$ cat src/rtl/audio_pkg.sv
// Shared definitions for the audio SRAM sequencer.
//   state_e        : sequencer state encoding (also driven on the state port)
//   ADDR_W_DEFAULT : default SRAM word-address width (256K x 16 part)
package audio_pkg;

    localparam int ADDR_W_DEFAULT = 18;

    typedef enum logic [1:0] {
        ST_IDLE   = 2'b00,
        ST_RECORD = 2'b01,
        ST_PLAY   = 2'b10,
        ST_FETCH  = 2'b11
    } state_e;

endpackage

$ cat src/rtl/audio_addr_ctr.sv
// SRAM word pointer with synchronous clear and increment.
//   clk, reset : rising-edge clock, synchronous active-high reset
//   clr        : load zero (wins over inc)
//   inc        : advance by one, wrapping at 2^W
//   tc_value   : compare value for the terminal-count flag
//   count      : current pointer value
//   tc         : high while count equals tc_value
module audio_addr_ctr
    import audio_pkg::*;
#(
    parameter int W = ADDR_W_DEFAULT
) (
    input  logic         clk,
    input  logic         reset,
    input  logic         clr,
    input  logic         inc,
    input  logic [W-1:0] tc_value,
    output logic [W-1:0] count,
    output logic         tc
);

    logic [W-1:0] count_q;
    logic [W-1:0] count_d;

    always_comb begin
        count_d = count_q;
        if (clr) begin
            count_d = '0;
        end else if (inc) begin
            count_d = count_q + W'(1);
        end
    end

    always_ff @(posedge clk) begin
        if (reset) begin
            count_q <= '0;
        end else begin
            count_q <= count_d;
        end
    end

    assign count = count_q;
    assign tc    = (count_q == tc_value);

endmodule

$ cat src/rtl/audio_sram_sequencer.sv
// Record/playback sequencer between an audio codec interface and a 16-bit SRAM.
//   clk, reset            : rising-edge clock, synchronous active-high reset
//   key_record/play/stop  : one-cycle request pulses (stop > record > play)
//   adc_ready, adc_data   : captured sample strobe and data (used in RECORD)
//   dac_req               : next playback sample request (used in PLAY)
//   sram_rdata            : SRAM read data, valid the cycle after sram_oe
//   sram_addr/wdata/we/oe : SRAM word interface, one-cycle we/oe strobes
//   record, play          : mode outputs to the audio interface
//   dac_data, dac_valid   : playback sample and its one-cycle update pulse
//   mem_full              : last recording ended by filling the SRAM
//   state                 : current state encoding
// Build option: define AUDIO_SEQ_LOOP_PLAY_EN to loop playback from address 0
// until key_stop instead of stopping at the end of the recording.
//
// state  | meaning
// IDLE   | waiting for key_record / key_play
// RECORD | writing each adc_ready sample at wr_ptr
// PLAY   | waiting for dac_req
// FETCH  | SRAM read in flight; two cycles (read issued, then data latched)
module audio_sram_sequencer
    import audio_pkg::*;
#(
    parameter int ADDR_W = ADDR_W_DEFAULT
) (
    input  logic              clk,
    input  logic              reset,
    input  logic              key_record,
    input  logic              key_play,
    input  logic              key_stop,
    input  logic              adc_ready,
    input  logic [15:0]       adc_data,
    input  logic              dac_req,
    input  logic [15:0]       sram_rdata,
    output logic [ADDR_W-1:0] sram_addr,
    output logic [15:0]       sram_wdata,
    output logic              sram_we,
    output logic              sram_oe,
    output logic              record,
    output logic              play,
    output logic [15:0]       dac_data,
    output logic              dac_valid,
    output logic              mem_full,
    output logic [1:0]        state
);

    state_e            state_q, state_d;
    logic              rdata_due_q, rdata_due_d;
    logic [ADDR_W-1:0] end_addr_q, end_addr_d;
    logic              mem_full_q, mem_full_d;
    logic [ADDR_W-1:0] sram_addr_q, sram_addr_d;
    logic [15:0]       sram_wdata_q, sram_wdata_d;
    logic              sram_we_q, sram_we_d;
    logic              sram_oe_q, sram_oe_d;
    logic [15:0]       dac_data_q, dac_data_d;
    logic              dac_valid_q, dac_valid_d;
    logic              record_q, record_d;
    logic              play_q, play_d;

    logic              wr_clr, wr_inc, wr_tc;
    logic              rd_clr, rd_inc, rd_tc;
    logic [ADDR_W-1:0] wr_ptr, rd_ptr;
    logic [ADDR_W-1:0] rd_last;

    // Playback ends on the word before end_addr. end_addr==0 after a full
    // recording means 2^ADDR_W words, and the wrapped subtraction gives the
    // top address in exactly that case.
    assign rd_last = end_addr_q - ADDR_W'(1);

    audio_addr_ctr #(.W(ADDR_W)) u_wr_ctr (
        .clk      (clk),
        .reset    (reset),
        .clr      (wr_clr),
        .inc      (wr_inc),
        .tc_value ({ADDR_W{1'b1}}),
        .count    (wr_ptr),
        .tc       (wr_tc)
    );

    audio_addr_ctr #(.W(ADDR_W)) u_rd_ctr (
        .clk      (clk),
        .reset    (reset),
        .clr      (rd_clr),
        .inc      (rd_inc),
        .tc_value (rd_last),
        .count    (rd_ptr),
        .tc       (rd_tc)
    );

    always_comb begin
        state_d      = state_q;
        rdata_due_d  = 1'b0;
        end_addr_d   = end_addr_q;
        mem_full_d   = mem_full_q;
        sram_addr_d  = sram_addr_q;
        sram_wdata_d = sram_wdata_q;
        sram_we_d    = 1'b0;
        sram_oe_d    = 1'b0;
        dac_data_d   = dac_data_q;
        dac_valid_d  = 1'b0;
        wr_clr       = 1'b0;
        wr_inc       = 1'b0;
        rd_clr       = 1'b0;
        rd_inc       = 1'b0;

        case (state_q)
            ST_IDLE: begin
                // A simultaneous stop outranks the start requests.
                if (!key_stop) begin
                    if (key_record) begin
                        state_d    = ST_RECORD;
                        wr_clr     = 1'b1;
                        mem_full_d = 1'b0;
                    end else if (key_play && (end_addr_q != '0 || mem_full_q)) begin
                        state_d = ST_PLAY;
                        rd_clr  = 1'b1;
                    end
                end
            end
            ST_RECORD: begin
                if (key_stop) begin
                    end_addr_d = wr_ptr;
                    state_d    = ST_IDLE;
                end else if (adc_ready) begin
                    sram_we_d    = 1'b1;
                    sram_addr_d  = wr_ptr;
                    sram_wdata_d = adc_data;
                    wr_inc       = 1'b1;
                    if (wr_tc) begin
                        end_addr_d = '0;
                        mem_full_d = 1'b1;
                        state_d    = ST_IDLE;
                    end
                end
            end
            ST_PLAY: begin
                if (key_stop) begin
                    state_d = ST_IDLE;
                end else if (dac_req) begin
                    sram_oe_d   = 1'b1;
                    sram_addr_d = rd_ptr;
                    state_d     = ST_FETCH;
                end
            end
            ST_FETCH: begin
                if (key_stop) begin
                    state_d = ST_IDLE;
                end else if (!rdata_due_q) begin
                    rdata_due_d = 1'b1;
                end else begin
                    dac_data_d  = sram_rdata;
                    dac_valid_d = 1'b1;
                    rd_inc      = 1'b1;
                    state_d     = ST_PLAY;
                    if (rd_tc) begin
`ifdef AUDIO_SEQ_LOOP_PLAY_EN
                        rd_clr  = 1'b1;
`else
                        state_d = ST_IDLE;
`endif
                    end
                end
            end
            default: state_d = ST_IDLE;
        endcase

        // play stays high across the read-wait so the codec sees one session.
        record_d = (state_d == ST_RECORD);
        play_d   = (state_d == ST_PLAY) || (state_d == ST_FETCH);
    end

    always_ff @(posedge clk) begin
        if (reset) begin
            state_q      <= ST_IDLE;
            rdata_due_q  <= 1'b0;
            end_addr_q   <= '0;
            mem_full_q   <= 1'b0;
            sram_addr_q  <= '0;
            sram_wdata_q <= '0;
            sram_we_q    <= 1'b0;
            sram_oe_q    <= 1'b0;
            dac_data_q   <= '0;
            dac_valid_q  <= 1'b0;
            record_q     <= 1'b0;
            play_q       <= 1'b0;
        end else begin
            state_q      <= state_d;
            rdata_due_q  <= rdata_due_d;
            end_addr_q   <= end_addr_d;
            mem_full_q   <= mem_full_d;
            sram_addr_q  <= sram_addr_d;
            sram_wdata_q <= sram_wdata_d;
            sram_we_q    <= sram_we_d;
            sram_oe_q    <= sram_oe_d;
            dac_data_q   <= dac_data_d;
            dac_valid_q  <= dac_valid_d;
            record_q     <= record_d;
            play_q       <= play_d;
        end
    end

    assign state      = state_q;
    assign sram_addr  = sram_addr_q;
    assign sram_wdata = sram_wdata_q;
    assign sram_we    = sram_we_q;
    assign sram_oe    = sram_oe_q;
    assign dac_data   = dac_data_q;
    assign dac_valid  = dac_valid_q;
    assign mem_full   = mem_full_q;
    assign record     = record_q;
    assign play       = play_q;

endmodule
$ cat config.mk
export PLATFORM = sky130hd
export DESIGN_NAME = audio_sram_sequencer
export DESIGN_NICKNAME = d
export VERILOG_FILES = /design/src/rtl/audio_pkg.sv /design/src/rtl/audio_addr_ctr.sv /design/src/rtl/audio_sram_sequencer.sv
export SDC_FILE = /design/constraint.sdc
export NUM_CORES = 1
export LEC_CHECK = 0
export CORE_UTILIZATION = 55
export DETAILED_ROUTE_END_ITERATION = 12
export GPL_ROUTABILITY_DRIVEN = 0
export GPL_TIMING_DRIVEN = 0
export PLACE_DENSITY = 0.83
export SLEW_MARGIN = 20
export SYNTH_ARGS = -nofsm -noshare
export SYNTH_HDL_FRONTEND = slang
export SYNTH_HIERARCHICAL = 1
export SYNTH_SLANG_ARGS = --single-unit
$ cat constraint.sdc
create_clock -name clk -period 4.4 [get_ports clk]
set_input_delay 0.44 -clock clk [delete_from_list [all_inputs] [get_ports clk]]
set_output_delay 0.44 -clock clk [all_outputs]
set_load 0.01 [all_outputs]
==> results_dict.tcl, run 1 <==
set metrics [dict create \
    hpwl_mm 9.98 \
    synth_edf_count 0 \
    max_stage_delay_ps 580 \
    worstSetupPathType "reg2reg" \
    ys_ff_latch 113 \
    die_h_um 99.5 \
    row_count 35 \
    grt_pass1_vias 4755 \
    cts_resized 0 \
    r2r-end "end_addr_q[7]" \
    grt_pass1_wl_mm 22.1 \
    drv_cap 0 \
    ys_warn_count 6 \
    cpMaxStageDelayCell "nor4_1" \
    drc 0 \
    place_inst 847 \
    met1_usage_pct 34.2 \
    slew_headroom_pct 58.7 \
    clock_path_buffers 2 \
    io_pins 97 \
    crit_fanout 10 \
    num_antenna_cells 0 \
    slew_violations 0 \
    finalHoldViolCount 0 \
    cts_root_buf "clkbuf_8" \
    end_kind "flop" \
    grt_setup_unrepaired "no" \
    die_area_sq_mm 0.00991 \
    vdd_ir_drop_max_mv 0.287 \
    power_density_mw_per_mm2 365 \
    postRouteAntennaNets 0 \
    cp-startpoint "u_wr_ctr/count[3]" \
    seqCellArea_sq_mm 0.00226 \
    cp_top_family "simple AND/OR/NAND/NOR gates" \
    initial_core_util_pct 56.6 \
    crit_arrival_ps 3510 \
    layout.nets 780 \
    clk_pin_slew_worst_paths_ps 60 \
    r2r_cells 11 \
    via_per_inst 5.50 \
    drive_gt1_share_pct 8.53 \
    h-tree-depth 4 \
    synth_top_area_share_pct 43.2 \
    outcome "finished clean" \
    dr.pass1.iters 6 \
    post-cts-setup-buffers 0 \
    min_period_over_period_pct 71.5 \
    rr_startpoint "u_wr_ctr/count[3]" \
    path_cells "clkbuf_2 -> xor2_1 -> nor4_1 -> nand3_1 -> nor4_1 -> a21oi_1 -> or3b_2 -> buf_2 -> buf_6 -> a22oi_1 -> nor2_1" \
    worst_pin_slew_ps 614 \
    grt_usage_pct 28.7 \
    avgSynthCellArea_sq_um 8.63 \
    start_kind "flop" \
    fin_setup_tns_ps 0 \
    multi_input_area_sq_mm 0.00282 \
    endpoint "end_addr_q[7]" \
    antenna_found_initial 0 \
    cts_tree "built" \
    vias 4831 \
    wl_per_cell_um 15.8 \
    busiest_layer "met2" \
    yosys-top-cells-area "dfxtp_1 (43%), xor2_1 (7.5%), nand2_1 (6.0%)" \
    numCtsBuffers 17 \
    netlist_area_sq_mm 0.00523 \
    drt-total-wl_mm 13.8 \
    clock_skew_ps 18.6 \
    required_ps 4770 \
    ys_seq_area_share_pct 43.2 \
    ys_async_sr_fraction_pct 0 \
    fillers 630 \
    io_buffer_count 95 \
    coreArea_sq_mm 0.00924 \
    grt_overflow 0 \
    leakage_nw 2.44 \
    drtIter0Drc 327 \
    grt_max_degree 17 \
    crit_buf_inv 3 \
    fin_crit_ps 3140 \
    die_x_um 99.5 \
    ys.flop_type "dfxtp_1" \
    crit_cells 11 \
    netlist_instances 606 \
    hp-class "in2reg" \
    insertion_delay_ps 510 \
    ys_types 49 \
    cpMostUsedCell "nor4_1" \
    grt_use_met3_pct 7.52 \
    grt_use_met2_pct 49.1 \
    cts_hold_buf 0 \
    finalSetupViolations 0 \
    synth_top_cell_by_area "dfxtp_1" \
    area_growth_pct 34.3 \
    r2r_slack_ps 1260 \
    fin_cells 879 \
    fmax_ghz 0.318 \
    cts.sinks 113 \
]
==> cells by family (layout without fill, tap and decap cells) <==
logic type	after synthesis	count (layout)	share of synthesized area, %
simple gates	249	249	23.7
flops	113	113	43.2
compound gates	97	97	11.4
xor+xnor	75	75	12.6
buf+inv	46	173	4.02
mux	21	21	4.04
fa+ha+maj	4	4	0.957
other cells	1	18	0.0717
==> worst register-to-register path, delay by kind of cell, from the launching register on <==
kind | cells | cell delay (ps)
xor+xnor | 1 | 100
compound gates | 2 | 330
flops | 1 | 430
simple gates | 5 | 1550
buf+inv | 3 | 590
==> cell type report <==
type | count | share of cell area [%]
multi-input cells | 464 | 40.2
clock buffers | 18 | 6.09
well taps | 129 | 2.30
plain buffers | 33 | 2.30
flip-flops and latches | 113 | 32.2
inverters | 13 | 0.695
clock inverters | 14 | 2.69
repair buffers | 95 | 13.5
==> state kept, by name (all words and copies together) (netlist names), 2 cells and up <==
| name | count |
|---|---|
| state | 2 |
| dac_data | 16 |
| u_rd_ctr/count | 18 |
| sram_wdata | 16 |
| end_addr_q | 18 |
| u_wr_ctr/count | 18 |
| sram_addr | 18 |
==> layout by cell type (no fill, tap or decap), drive strengths merged, types with 2 or more instances in the layout <==
master,netlist,routed
a21oi,45,45
clkbuf,17,35
nor4b,3,3
or4,3,3
conb,1,18
clkdlybuf4s50,0,95
mux2i,20,20
xnor2,30,30
nor3,11,11
nor2,71,71
nand3b,2,2
a211oi,19,19
nand2,84,84
or3b,2,2
bufinv,0,4
clkinvlp,0,6
xor2,45,45
or3,13,13
a22oi,18,18
and4,2,2
nand3,14,14
inv,11,11
o21ai,10,10
o31ai,2,2
buf,16,16
dfxtp,113,113
and2,3,3
and3,3,3
or2,2,2
nor2b,3,3
nor4,18,18
ha,4,4
nand4,12,12
clkinv,2,6
==> stage by stage <==
step | utilization [%] | worst slack [ps] | total power [mW] | cell area, sq um | hold slack, ps
detailed placement | 69.3 | 1350 | 1.18 | 6410 | 450
CTS | 76.0 | 1320 | 2.58 | 7020 | 259
finish | 76.0 | 1260 | 2.57 | 7020 | 273
global route | 76.0 | 1160 | 2.64 | 7020 | 265
floorplan | - | 1930 | 1.11 | 5300 | 461
global placement | 69.3 | 1420 | 1.17 | 6410 | 441
==> worst min-delay path by stage <==
stage	cells past startpoint	from	end
after floorplan	1	rdata_due_q	rdata_due_q
after global placement	2	sram_wdata[8]	sram_wdata[8]
after detailed placement	2	sram_wdata[4]	sram_wdata[4]
after CTS	2	key_stop	rdata_due_q
after global routing	2	key_stop	sram_oe
final	2	key_stop	rdata_due_q
==> per-layer routing <==
metal / wire (um) / up-vias
li1: - / 2345
met1: 5890 / 2293
met2: 6860 / 160
met3: 731 / 33
met4: 362 / 0
met5: 0 / -
==> cell usage after synthesis, drive strengths merged, types with 2 or more instances <==
library cell / n
dfxtp: 113
ha: 4
or3: 13
a21oi: 45
nand3b: 2
o21ai: 10
and4: 2
clkinv: 2
mux2i: 20
o31ai: 2
or3b: 2
xnor2: 30
buf: 16
and2: 3
nor3: 11
nand4: 12
or4: 3
a22oi: 18
a211oi: 19
clkbuf: 17
nand3: 14
and3: 3
or2: 2
nand2: 84
nor2: 71
nor2b: 3
xor2: 45
nor4b: 3
nor4: 18
inv: 11
==> power breakdown <==
group / leakage (nW) / internal (mW) / switching, mW / total [mW]
logic: 1.24 / 0.0619 / 0.0585 / 0.120
clock network: 0.285 / 0.930 / 0.479 / 1.41
registers: 0.911 / 1.03 / 0.00523 / 1.04
Power figures use the tool's default switching activity.
==> inputs of run 2 (changes only) <==
Settings changed: CORE_UTILIZATION 55 to 52, PLACE_DENSITY 0.83 to 0.8.
Clock period 4.4 ns to 2.9 ns, I/O delays scaled along.
==> run 2 against run 1 <==
Compared with the run above:
- worst hold slack worse by 160 ps
- final cell count rose by 0.68%
- largest power group unchanged
- die area grew 5.7%
- sequential cell count is the same
- cell area rose by 1.1%
- clock skew decreased by 9.8 ps
- register-to-register slack got worse by 1100 ps
- via count barely moved
- non-clock buffer count increased by 2
==> results_dict.tcl, run 2 (synthesized netlist as in run 1, its figures left out) <==
set metrics [dict create \
    layout_common_cells "dfxtp_1 (112), clkdlybuf4s50_1 (95), nand2_1 (84)" \
    die_area_sq_mm 0.0105 \
    slew_violations 0 \
    grt_overflow 0 \
    vias 4828 \
    fmax_ghz 0.361 \
    grt_pass1_wl_mm 21.9 \
    dr_wl_met3_um 807 \
    outcome "finished clean" \
    hp-class "in2reg" \
    grt_setup_unrepaired "no" \
    power_frac_comb_pct 4.7 \
    wl_per_cell_um 15.9 \
    min_period_over_period_pct 95.4 \
    crit_buf_inv 2 \
    h-tree-depth 4 \
    intPower_mw 3.00 \
    fin_crit_ps 2770 \
    end_kind "flop" \
    max_stage_delay_ps 580 \
    pre_cts_ws_ps -131 \
    slew_headroom_pct 63.4 \
    coreArea_sq_mm 0.00977 \
    via_per_inst 5.46 \
    worstSetupPathType "reg2reg" \
    hpwl_mm 9.91 \
    drt-met1-wl_mm 5.81 \
    drive_gt1_share_pct 9.84 \
    clk_pin_slew_worst_paths_ps 60 \
    die_x_um 102 \
    required_ps 3290 \
    io_pins 97 \
    met2_length_mm 7.19 \
    initial_core_util_pct 53.5 \
    final_common_cell "dfxtp_1" \
    path_cells "xor2_1 -> nor4_1 -> nand3_1 -> nor4_4 -> a21oi_1 -> or3b_2 -> buf_2 -> buf_6 -> a22oi_1 -> nor2_1" \
    power_density_mw_per_mm2 548 \
    drt-total-wl_mm 14.1 \
    row_count 36 \
    finalPower_mw 3.89 \
    p_seq_share_pct 40.5 \
    layout.nets 782 \
    cts_tree "built" \
    clock_path_buffers 2 \
    io_buffer_count 95 \
    vdd_ir_drop_max_mv 0.370 \
    finalSetupViolations 0 \
    postRouteAntennaNets 0 \
    cpMaxStageDelayCell "dfxtp_1" \
    cp_top_family "simple AND/OR/NAND/NOR gates" \
    routed.top_layer "met4" \
    start_kind "flop" \
    area_growth_pct 35.8 \
    finalHoldViolCount 0 \
    drc 0 \
    drtIter0Drc 307 \
    die_h_um 102 \
    antenna_found_initial 0 \
    num_antenna_cells 0 \
    clkPwrFrac_pct 54.9 \
    grt_max_degree 17 \
    insertion_delay_ps 520 \
    crit_fanout 10 \
    grt_usage_pct 27.5 \
    power_switching_uw 889 \
    crit_arrival_ps 3150 \
    worst_pin_slew_ps 535 \
    grt_pass1_vias 4572 \
    drv_cap 0 \
    place_inst 851 \
    setup_slack_ps 134 \
    leakage_nw 2.45 \
    fin_cells 885 \
    cts.sinks 113 \
    clock_skew_ps 8.82 \
    cts_root_buf "clkbuf_8" \
    fillers 714 \
    cts_hold_buf 0 \
    numCtsBuffers 17 \
    dr.pass1.iters 5 \
    p_sw_share_pct 22.9 \
]
==> run 2: cell count changes in the layout (fill, tap and decap cells not counted), moves of 2 or more <==
cell and delta:
clkinv_4 +2, nor4_1 -3, clkinv_2 -3, clkbuf_4 +2, inv_6 +3, nor4_4 +2
buf_4 +2
==> run 2: layer usage <==
layer  track usage, %  vias to the layer above
met5                0                        -
met4             10.2                        0
met3             5.47                       29
met2             47.4                      144
met1             33.8                     2309
li1                 -                     2346
==> run 2: final timing paths <==
path	cells after the start	end	slack, ps	startpoint
setup reg to reg	10	end_addr_q[7]	130	u_wr_ctr/count[4]
hold reg to reg	2	dac_data[0]	450	dac_data[0]
setup / recovery	10	end_addr_q[7]	130	u_wr_ctr/count[4]
hold / removal	2	rdata_due_q	110	key_stop
==> run 2: final cells by class <==
cell class	instances	area [sq um]	share of cell area (%)
Multi-Input combinational cell	464	2880	40.5
Clock buffer	18	428	6.03
Clock inverter	14	180	2.54
Tap cell	133	166	2.34
Inverter	13	52.6	0.740
Buffer	33	166	2.34
Timing Repair Buffer	97	966	13.6
Sequential cell	113	2260	31.9
==> run 2: power by group through the flow <==
stage          combinational, mW  sequential (mW)  clock, mW
2_1_floorplan             0.0753             1.61          0
3_3_place_gp               0.175             1.61          0
3_5_place_dp               0.179             1.61          0
4_1_cts                    0.181             1.57       2.14
5_1_grt                    0.198             1.57       2.23
6_report                   0.183             1.57       2.13
==> run 2: repair_timing <==
item	4_1_cts	5_1_grt
setup endpoints to repair	18	17
pin swaps	0	2
buffers inserted	0	2
gates resized for setup	2	12
==> run 2: metrics by stage <==
stage	util [%]	hold WS (ps)	cell area, sq um	TNS [ps]
3_3_place_gp	65.6	442	6410	-176
6_report	72.7	112	7100	0
2_1_floorplan	-	386	5300	0
4_1_cts	72.0	83.7	7040	0
3_5_place_dp	65.6	447	6410	-1140
5_1_grt	72.7	112	7100	0
==> inputs of run 3 (changes only) <==
Settings changed: CAP_MARGIN set to 20, MAX_ROUTING_LAYER set to met4.
==> run 3 against run 2 <==
Compared with the run above:
- core utilization stayed put
- critical endpoint unchanged
- final cell count stayed put
- non-clock buffer count stayed put
- cell area stayed put
- via count hardly changed
- clock-buffer cell count stayed put
- register-to-register slack hardly changed
- first-iteration DRC count is 0.98% higher
- largest cell class unchanged
- sequential power hardly changed
- power hardly changed
- clock skew is 1.4 ps lower
==> results_dict.tcl, run 3 (synthesized netlist as in run 1, its figures left out) <==
set metrics [dict create \
    drt-total-wl_mm 14.1 \
    via_per_inst 5.45 \
    min_from "key_stop" \
    r2r_slack_ps 140 \
    setup_slack_ps 137 \
    vias 4827 \
    end_kind "flop" \
    hp-class "in2reg" \
    wl_per_cell_um 15.9 \
    final_common_cell "dfxtp_1" \
    numCtsBuffers 17 \
    drv_cap 0 \
    clk_pin_slew_worst_paths_ps 60 \
    crit_arrival_ps 3150 \
    drtIter0Drc 310 \
    area_growth_pct 35.8 \
    die_area_sq_mm 0.0105 \
    busiest_layer "met2" \
    grt_setup_unrepaired "no" \
    vdd_ir_drop_max_mv 0.371 \
    worstSetupPathType "reg2reg" \
    h-tree-depth 4 \
    die_h_um 102 \
    antenna_found_initial 0 \
    power_frac_comb_pct 4.7 \
    r2r_cells 10 \
    p_seq_share_pct 40.4 \
    grt_use_met3_pct 5.34 \
    layout_common_cells "dfxtp_1 (112), clkdlybuf4s50_1 (95), nand2_1 (84)" \
    hold_ws_ps 104 \
    insertion_delay_ps 520 \
    cts_tree "built" \
    worst_pin_slew_ps 533 \
    die_x_um 102 \
    whs_endpoint "rdata_due_q" \
    met1_usage_pct 34.0 \
    hpwl_mm 9.91 \
    required_ps 3290 \
    postLayoutCoreUtil_pct 72.7 \
    grt_pass1_wl_mm 21.8 \
    finalPower_mw 3.89 \
    num_antenna_cells 0 \
    outcome "finished clean" \
    drc 0 \
    initial_core_util_pct 53.5 \
    place_inst 851 \
    layout.nets 782 \
    clock_path_buffers 2 \
    coreArea_sq_mm 0.00977 \
    drive_gt1_share_pct 9.84 \
    clkPwrFrac_pct 54.9 \
    grt_pass1_vias 4577 \
    slew_headroom_pct 63.5 \
    io_pins 97 \
    finalSetupViolations 0 \
    min_period_over_period_pct 95.3 \
    grt_overflow 0 \
    grt_usage_pct 28.2 \
    finalHoldViolCount 0 \
    intPower_mw 3.00 \
    fin_crit_ps 2760 \
    postRouteAntennaNets 0 \
    dr.pass1.iters 5 \
    r2r-end "end_addr_q[7]" \
    pre_cts_ws_ps -131 \
    power_switching_uw 891 \
    cts_root_buf "clkbuf_8" \
    leakage_nw 2.45 \
    io_buffer_count 95 \
    fmax_ghz 0.362 \
    p_sw_share_pct 22.9 \
    row_count 36 \
    power_density_mw_per_mm2 548 \
    grt_use_met2_pct 47.3 \
    start_kind "flop" \
    crit_fanout 10 \
    holdPathStages 2 \
    cts.sinks 113 \
    fin_cells 885 \
    clock_skew_ps 7.39 \
    grt_max_degree 17 \
    slew_violations 0 \
    rr_startpoint "u_wr_ctr/count[0]" \
]
==> run 3: worst max-delay path by stage <==
stage                      startpoint        endpoint  slack (ps)  cells past startpoint
global route            end_addr_q[3]        state[1]          10                     11
global placement    u_wr_ctr/count[3]  end_addr_q[10]         -20                     11
floorplan           u_wr_ctr/count[3]   end_addr_q[2]         430                     11
CTS                 u_wr_ctr/count[3]   end_addr_q[7]           4                     11
detailed placement  u_wr_ctr/count[3]   end_addr_q[6]        -130                     11
finish              u_wr_ctr/count[0]   end_addr_q[7]         140                     10
==> run 3: metal layers <==
layer,vias up,share of wire [%]
met3,28,5.6
met2,143,51
met5,-,0
li1,2342,-
met4,0,1.6
met1,2314,41
==> run 3: cell type report <==
cell class	count	area, sq um
Multi-Input combinational cell	464	2880
Fill cell	714	2670
Sequential cell	113	2260
Timing Repair Buffer	97	966
Clock buffer	18	428
Clock inverter	14	180
Buffer	33	166
Tap cell	133	166
Inverter	13	52.6
==> run 3: timing repair <==
item	CTS	global route
setup buffers	0	2
cloned	0	0
hold buffers	0	0
gates resized for setup	2	12
pin swaps	0	2
endpoints found under the setup margin	18	17
==> run 3: power groups by stage <==
stage                     Clock, mW  Combinational [mW]  Sequential, mW
final                          2.14               0.182            1.57
after global routing           2.22               0.198            1.57
after CTS                      2.14               0.181            1.57
after detailed placement          0               0.179            1.61
after global placement            0               0.175            1.61
after floorplan                   0              0.0753            1.61
==> run 3: per-stage QoR <==
step,cell area [sq um],setup TNS (ps)
after detailed placement,6410,-1140
after floorplan,5300,0
final,7100,0
after global placement,6410,-176
after global routing,7100,0
after CTS,7040,0
==> run 3: critical path, stage by stage, from the launching register on <==
cell and delay, ps:
dfxtp_1 550, xor2_1 110, nor4_1 320, nand3_1 180
nor4_4 270, a21oi_1 110, or3b_2 440, buf_2 190
buf_6 160, a22oi_1 210, nor2_1 80
==> RTL edit, RTL diff (config.mk and constraints of run 3) <==
Take the reset off `end_addr_q`, `sram_addr_q`, `sram_wdata_q` and `dac_data_q` and load them in a clocked block of their own.
--- a/src/rtl/audio_sram_sequencer.sv
+++ b/src/rtl/audio_sram_sequencer.sv
@@ -172,30 +172,29 @@
         if (reset) begin
             state_q      <= ST_IDLE;
             rdata_due_q  <= 1'b0;
-            end_addr_q   <= '0;
             mem_full_q   <= 1'b0;
-            sram_addr_q  <= '0;
-            sram_wdata_q <= '0;
             sram_we_q    <= 1'b0;
             sram_oe_q    <= 1'b0;
-            dac_data_q   <= '0;
             dac_valid_q  <= 1'b0;
             record_q     <= 1'b0;
             play_q       <= 1'b0;
         end else begin
             state_q      <= state_d;
             rdata_due_q  <= rdata_due_d;
-            end_addr_q   <= end_addr_d;
             mem_full_q   <= mem_full_d;
-            sram_addr_q  <= sram_addr_d;
-            sram_wdata_q <= sram_wdata_d;
             sram_we_q    <= sram_we_d;
             sram_oe_q    <= sram_oe_d;
-            dac_data_q   <= dac_data_d;
             dac_valid_q  <= dac_valid_d;
             record_q     <= record_d;
             play_q       <= play_d;
         end
+    end
+
+    always_ff @(posedge clk) begin
+        end_addr_q   <= end_addr_d;
+        sram_addr_q  <= sram_addr_d;
+        sram_wdata_q <= sram_wdata_d;
+        dac_data_q   <= dac_data_d;
     end
 
     assign state      = state_q;
Check against the original RTL: differs if reset is asserted again (counterexample within 4 cycles, from zero or initial values and one cycle with reset high); with reset held inactive, the same outputs for 10 cycles.
==> RTL edit against run 3 <==
  * The run now ends with setup timing left
  * Global-route usage shrank 2.0 points
  * Largest cell class is now registers
  * Total power grew 4.9%
  * Core utilization grew 3.7 points
  * Via count shrank 19%
  * Sequential cell count is the same
  * Critical path depth grew 2
  * Design area grew 1.2%
  * Worst setup slack lost 0.15 ns
  * Clock skew grew 0.0031 ns
  * Area after synthesis shrank 1.6%
  * Highest routed layer unchanged
  * Routed wire length shrank 9.9%
  * Critical path type unchanged
  * Non-clock buffer count shrank 3
==> RTL edit: results (changes against run 3) <==
muxShareOfSynthArea: 0.04325  # was 0.04042
setup_ws_ns: -0.01251  # was 0.1373 ns
whs_ns: 0.07869  # was 0.1037 ns
crit_slowest_cell: "edfxtp_1"  # was dfxtp_1
r2r_end: "play"  # was end_addr_q[7]
fin_skew_ns: 0.01048  # was 0.007394 ns
worstReg2RegStart: "end_addr_q[0]"  # was u_wr_ctr/count[0]
violations: "setup timing"
yosys-top-cells-area: "edfxtp_1, dfxtp_1, xor2_1"  # was dfxtp_1, xor2_1, nand2_1
final_nets: 629  # was 782
yosysUniqueCellTypes: 45  # was 49
drive_gt1_frac: 0.1686  # was 0.09840
synth_edf_count: 68  # was 0
drt_iter0_drc: 230  # was 310
arrival_ns: 3.28  # was 3.15 ns
place_area_mm2: 0.006355  # was 0.006412 mm^2
ir_worst_vdd_v: 0.0003935  # was 0.0003712 V
synth-xor-area-share: 0.1293  # was 0.1256
crit_fanout: 3  # was 10
leakage_uw: 0.002538  # was 0.002454 uW
grt_pass1_wl_um: 19370  # was 21810 um
synth_commonest_cells: "edfxtp_1, dfxtp_1, xor2_1"  # was dfxtp_1, nand2_1, nor2_1
num_vias: 3925  # was 4827
dp_hpwl_um: 8055  # was 9913 um
rr_worst_depth: 12  # was 10
p_sw_uw: 872.1  # was 891.1 uW
fin_tns_setup_ns: -0.01251  # was 0 ns
finalSetupViolCount: 1  # was 0
synth_adder_area_share: 0.009718  # was 0.009567
status: "finished, violations left"  # was finished clean
synth_compound_area_frac: 0.02964  # was 0.1138
-- RTL edit: cell count changes after synthesis, moves of 18 or more --
| cell | delta |
|---|---|
| nand2_1 | -69 |
| dfxtp_1 | -68 |
| edfxtp_1 | +68 |
| nor2_1 | -35 |
| a21oi_1 | -32 |
| a211oi_1 | -19 |
| a22oi_1 | -18 |
| mux2i_1 | -18 |
-- RTL edit: repair_timing --
action                     4_1_cts  5_1_grt
hold buffers                     0        0
pin swaps                        3       11
setup buffers                    4       11
gates resized for setup          7       10
gates cloned                     2        0
setup endpoints to repair       37       27
-- RTL edit: logic make-up (layout without fill, tap and decap cells) --
family                   Yosys count  in the layout
other                              1             18
buffers and inverters             26            170
adder cells (fa/ha/maj)            4              4
multiplexers                      20             20
XOR/XNOR                          76             76
flip-flops                       113            113
AND/OR/NAND/NOR                  169            170
AO/OA/AOI/OAI                     28             28
-- RTL edit: worst max-delay path by stage --
| stage | from | endpoint | slack [ns] | cells past startpoint |
|---|---|---|---|---|
| 4_1_cts | u_wr_ctr/count[0] | end_addr_q[12] | 0.04 | 7 |
| 3_3_place_gp | dac_req | sram_addr[13] | -0.46 | 3 |
| 2_1_floorplan | state[1] | u_rd_ctr/count[17] | 0.17 | 7 |
| 6_report | end_addr_q[0] | play | -0.01 | 12 |
| 5_1_grt | end_addr_q[0] | play | -0.20 | 13 |
| 3_5_place_dp | state[1] | u_rd_ctr/count[17] | -0.36 | 7 |
-- RTL edit: metal layers --
metal  routed length (um)  vias up  GRT usage  part of all wire
li1                     -     1848          -                 -
met1                 4979     1928     0.3062              0.39
met2                 6946      133     0.4449              0.55
met3                  617       16    0.04348             0.049
met4                  172        0     0.1115             0.014
met5                    0        -          -                 0
-- RTL edit: final cells by class --
type,instances,area (um^2)
buffer,16,70.07
clock buffer,17,414.1
clock inverter,15,207.7
fill,561,2230
inverter,10,41.29
multi-input combinational,316,2252
sequential,113,2943
tap,129,161.4
timing repair buffer,111,1091
timing repair inverter,1,5.005
-- RTL edit: power by group through the flow --
| stage | Sequential [uW] | Clock, uW | Combinational (uW) |
|---|---|---|---|
| final | 1730 | 2180 | 181 |
| after global routing | 1730 | 2270 | 193 |
| after CTS | 1720 | 2190 | 173 |
| after detailed placement | 1760 | 0 | 163 |
| after global placement | 1760 | 0 | 158 |
| after floorplan | 1760 | 0 | 69.7 |
-- RTL edit: per-stage QoR --
stage | worst slack [ns] | instances
final | -0.01251 | 728
after global routing | -0.1961 | 728
after CTS | 0.04405 | 717
after detailed placement | -0.3590 | 679
after global placement | -0.4598 | 678
after floorplan | 0.1719 | 454
